**src/rtl/alu_result_stage.sv**
```systemverilog
// Execute-to-writeback stage: captures ALU results and flags, holds the architectural
// carry, and buffers results in a small FIFO drained over a valid/ready handshake.
module alu_result_stage #(
  parameter int DW    = 16,
  parameter int RW    = 4,
  parameter int DEPTH = 2,
  parameter int CW    = 16
) (
  input  logic          CLK,
  input  logic          RST_N,
  input  logic          IN_VALID,
  output logic          IN_READY,
  input  logic [DW-1:0] ALU_OUT,
  input  logic          ALU_ZERO,
  input  logic          ALU_EQUAL,
  input  logic          ALU_CO,
  input  logic [RW-1:0] IN_DEST,
  input  logic          IN_WE,
  input  logic          IN_SETC,
  input  logic          FLUSH,
  output logic          CARRY,
  output logic          FLAG_ZERO,
  output logic          FLAG_EQUAL,
  output logic          WB_VALID,
  input  logic          WB_READY,
  output logic [DW-1:0] WB_DATA,
  output logic [RW-1:0] WB_DEST,
  output logic          WB_WE,
  output logic [CW-1:0] RETIRED
);
  localparam int PW = $clog2(DEPTH);
  localparam int NW = PW + 1;

  logic [DW-1:0] data_mem [DEPTH];
  logic [RW-1:0] dest_mem [DEPTH];
  logic          we_mem   [DEPTH];

  logic [NW-1:0] count, count_nxt, remain;
  logic [PW-1:0] rd_ptr, rd_nxt, wr_ptr, wr_nxt;
  logic          push, pop, load_head;
  logic [DW-1:0] head_data;
  logic [RW-1:0] head_dest;
  logic          head_we;

  assign IN_READY = RST_N & (count < NW'(DEPTH)) & ~FLUSH;
  assign WB_VALID = (count != '0);
  assign push     = IN_VALID & IN_READY;
  assign pop      = WB_VALID & WB_READY;

  always_comb begin
    count_nxt = count;
    rd_nxt    = rd_ptr;
    wr_nxt    = wr_ptr;
    if (FLUSH) begin
      count_nxt = '0;
      rd_nxt    = '0;
      wr_nxt    = '0;
    end else begin
      if (push && !pop) count_nxt = count + NW'(1);
      if (pop && !push) count_nxt = count - NW'(1);
      if (push) wr_nxt = wr_ptr + PW'(1);
      if (pop)  rd_nxt = rd_ptr + PW'(1);
    end
  end

  // Output registers are reloaded with the next head so they hold their last value
  // when the FIFO drains; an entry pushed into an otherwise empty FIFO comes from the inputs.
  always_comb begin
    remain    = count - NW'(pop);
    load_head = !FLUSH && ((remain != '0) || push);
    if (remain == '0) begin
      head_data = ALU_OUT;
      head_dest = IN_DEST;
      head_we   = IN_WE;
    end else begin
      head_data = data_mem[rd_nxt];
      head_dest = dest_mem[rd_nxt];
      head_we   = we_mem[rd_nxt];
    end
  end

  always_ff @(posedge CLK) begin
    if (push) begin
      data_mem[wr_ptr] <= ALU_OUT;
      dest_mem[wr_ptr] <= IN_DEST;
      we_mem[wr_ptr]   <= IN_WE;
    end
  end

  always_ff @(posedge CLK or negedge RST_N) begin
    if (!RST_N) begin
      count      <= '0;
      rd_ptr     <= '0;
      wr_ptr     <= '0;
      CARRY      <= 1'b0;
      FLAG_ZERO  <= 1'b0;
      FLAG_EQUAL <= 1'b0;
      RETIRED    <= '0;
      WB_DATA    <= '0;
      WB_DEST    <= '0;
      WB_WE      <= 1'b0;
    end else begin
      count  <= count_nxt;
      rd_ptr <= rd_nxt;
      wr_ptr <= wr_nxt;
      if (push) begin
        FLAG_ZERO  <= ALU_ZERO;
        FLAG_EQUAL <= ALU_EQUAL;
        if (IN_SETC) CARRY <= ALU_CO;
      end
      if (pop) RETIRED <= RETIRED + CW'(1);
      if (load_head) begin
        WB_DATA <= head_data;
        WB_DEST <= head_dest;
        WB_WE   <= head_we;
      end
    end
  end
endmodule

```
**config.mk**
```make
export PLATFORM = sky130hd
export DESIGN_NAME = alu_result_stage
export DESIGN_NICKNAME = d
export VERILOG_FILES = /design/src/rtl/alu_result_stage.sv
export SDC_FILE = /design/constraint.sdc
export NUM_CORES = 1
export LEC_CHECK = 0
export CORE_ASPECT_RATIO = 1.4
export CORE_UTILIZATION = 30
export DETAILED_ROUTE_END_ITERATION = 16
export SLEW_MARGIN = 20
export SYNTH_ARGS = -nofsm -noshare
export SYNTH_HDL_FRONTEND = slang
export SYNTH_SLANG_ARGS = --single-unit
```
**constraint.sdc**
```tcl
create_clock -name CLK -period 6.6 [get_ports CLK]
set_input_delay 1.32 -clock CLK [delete_from_list [all_inputs] [get_ports CLK]]
set_output_delay 1.32 -clock CLK [all_outputs]
set_load 0.005 [all_outputs]
```
==> results.py <==
metrics = {
    "status": {
        "status": "finished clean",
    },
    "yosys": {
        "netlist_area_um2": 3350,
        "syn_nets": 273,
        "synth.distinct_cells": 30,
        "yosysSeqAreaShare": 0.706,
        "synthesis.instances": 242,
        "yosysWarnings": 0,
        "syn_avg_cell_area_um2": 13.8,
        "ys_ff_latch": 86,
    },
    "global_routing": {
        "overflow": 0,
        "grt.total_usage": 0.144,
        "top_usage_layer": "met2",
        "grt_use_met2": 0.250,
        "met1_usage": 0.173,
        "grt_use_met3": 0.0246,
        "grt_pass1_vias": 2427,
        "grt_max_degree": 49,
        "grt_first_pass_wirelength_mm": 12.7,
        "antenna_found_initial": 0,
    },
    "timing": {
        "max_freq_ghz": 0.245,
        "fin_skew_ns": 0.00543,
        "setup_tns_ns": 0,
        "finalSetupViolCount": 0,
        "drv_slew": 0,
        "final.setup.worst_slack_ns": 2.51,
        "fin_crit_sh": 0.620,
        "period_minus_slack_ns": 4.09,
        "tightest_slew_ns": 1.03,
        "maxSlewHeadroom": 0.311,
        "rsz0062_at_grt": "no",
        "finalHoldViolCount": 0,
    },
    "critical_path": {
        "slowest_stage": "clkdlybuf4s50_1",
        "path_max_fanout": 48,
        "end_kind": "output port",
        "required_ns": 5.28,
        "critical-path-max-stage-delay_ns": 0.55,
        "crit_type": "input port to output port",
        "cp_data_arrival_time_ns": 2.77,
        "critical_path.startpoint_type": "input port",
        "crit_path_cell_trace": "buf_2 > buf_4 > nor3b_1 > clkdlybuf4s50_1",
    },
    "route": {
        "num_vias": 2218,
        "wl_per_cell_um": 16.5,
        "drc": 0,
        "drtIter0Drc": 96,
        "avgViaCountPerCell": 4.82,
        "ant_nets": 0,
        "dr.pass1.iters": 4,
        "wirelength_mm": 7.60,
    },
    "pwr": {
        "p_per_area_nw_per_um2": 296,
        "vdd_ir_drop_max_mv": 0.158,
        "p_leak_uw": 0.00175,
    },
    "clocking": {
        "cts_tree": "done",
        "numCtsBuffers": 9,
        "clkTransAtPathRegs_ns": 0.06,
        "cts.path.max_buffers": 2,
        "clock_latency_ns": 0.33,
        "h-tree-depth": 3,
        "postCtsSetupRepairBufs": 0,
        "cts_resized": 0,
        "holdBufCountCts": 0,
        "cts_root_buffer": "clkbuf_16",
        "clock_sinks": 86,
    },
    "place": {
        "place_hpwl_mm": 4.86,
        "dp.cells": 444,
        "gp_congestion": 0.783,
        "place_ws_ns": 2.47,
        "io_buffers": 71,
    },
    "floorplan": {
        "die_w_um": 91.3,
        "ioPinCount": 72,
        "die_h_um": 127,
        "floorplan.initialDensity": 0.308,
        "rows": 45,
        "die_area_um2": 11600,
        "core_area_um2": 10900,
    },
    "finish": {
        "final_common_cell": "clkdlybuf4s50_1",
        "multi_input_area_um2": 948,
        "fill_cells": 1028,
        "layout_common_cells": "clkdlybuf4s50_1, dfrtp_1, edfxtp_1",
        "num_antenna_cells": 0,
        "area_growth_pct": 35.3,
        "seq_area_um2": 2360,
        "fin_cells": 460,
        "drive_gt1_frac": 0.100,
        "nets": 345,
    },
    "run": {
        "maxCapViolCount": 0,
    },
    "min_path": {
        "hold_class": "flip-flop to flip-flop",
    },
}
==> through the flow <==
step | utilization | total power, µW | instance area [µm²] | hold WS, ns
after floorplan | - | 718 | 3350 | 0.468
after detailed placement | 0.388 | 850 | 4210 | 0.475
after CTS | 0.415 | 1360 | 4510 | 0.491
after global placement | 0.388 | 848 | 4210 | 0.469
after global routing | 0.417 | 1400 | 4530 | 0.512
final | 0.417 | 1340 | 4530 | 0.484
==> per-layer routing <==
layer / wire [µm] / part of all wire / vias to the layer above
met3: 258 / 0.034 / 7
met1: 3290 / 0.43 / 1127
li1: - / - / 1046
met5: 0 / 0 / -
met4: 100 / 0.013 / 0
met2: 3950 / 0.52 / 38
==> power by group <==
part           switching (µW)  internal [µW]
sequential               33.8            611
combinational            77.4            116
clock                     201            302
total                     312           1030
==> sequential cells by signal, summed over array words and instances (netlist names) <==
signal and flops:
data_mem 32, RETIRED 16, WB_DATA 16, dest_mem 8, WB_DEST 4, count 2
we_mem 2, CARRY 1, FLAG_EQUAL 1, FLAG_ZERO 1, WB_WE 1, rd_ptr 1
wr_ptr 1
==> synthesized netlist by cell type (all sizes together) <==
| master | instances | area [µm²] |
|---|---|---|
| a21o | 1 | 7.51 |
| a21oi | 3 | 15.0 |
| a22oi | 21 | 158 |
| a31o | 1 | 8.76 |
| and2 | 2 | 12.5 |
| and3 | 3 | 18.8 |
| and4 | 1 | 8.76 |
| buf | 9 | 45.0 |
| clkbuf | 4 | 15.0 |
| dfrtp | 44 | 1100 |
| edfxtp | 42 | 1260 |
| ha | 1 | 12.5 |
| inv | 3 | 11.3 |
| mux2 | 1 | 11.3 |
| nand2 | 41 | 154 |
| nand2b | 1 | 6.26 |
| nand3 | 5 | 25.0 |
| nand3b | 1 | 7.51 |
| nand4 | 3 | 18.8 |
| nand4bb | 1 | 11.3 |
| nor2 | 6 | 22.5 |
| nor2b | 2 | 12.5 |
| nor3 | 2 | 20.0 |
| nor3b | 1 | 7.51 |
| o21ai | 3 | 26.3 |
| o221ai | 21 | 184 |
| or2 | 1 | 6.26 |
| xnor2 | 15 | 131 |
| xor2 | 3 | 26.3 |
==> critical path, delay by kind of cell <==
kind / cells / cell delay (ns)
buffers and inverters: 3 / 1.13
AND/OR/NAND/NOR: 1 / 0.30
==> cells by family (layout without fill, tap and decap cells) <==
logic type	Yosys count	after routing	synth area share
AND/OR/NAND/NOR	70	70	0.0991
buffers and inverters	16	93	0.0213
flip-flops	86	86	0.706
XOR/XNOR	18	18	0.0471
AO/OA/AOI/OAI	50	50	0.119
adder cells (fa/ha/maj)	1	1	0.00374
multiplexers	1	1	0.00337
==> path summary, 6_finish.rpt <==
path	from	to	slack (ns)	cells past startpoint
max reg2reg	count[1]	WB_DATA[7]	4.36	4
min	FLAG_ZERO	FLAG_ZERO	0.48	2
min in group asynchronous	RST_N	RETIRED[7]	1.09	2
min reg2reg	FLAG_ZERO	FLAG_ZERO	0.48	2
max in group asynchronous	RST_N	WB_DATA[13]	5.09	2
max	RST_N	IN_READY	2.51	4
==> layout make-up <==
cell class	instances	area share
Sequential cell	86	0.522
Multi-Input combinational cell	140	0.210
Timing Repair Buffer	74	0.161
Clock buffer	10	0.0528
Tap cell	141	0.0390
Clock inverter	6	0.0135
Inverter	3	0.00249
Power figures use the tool's default switching activity.
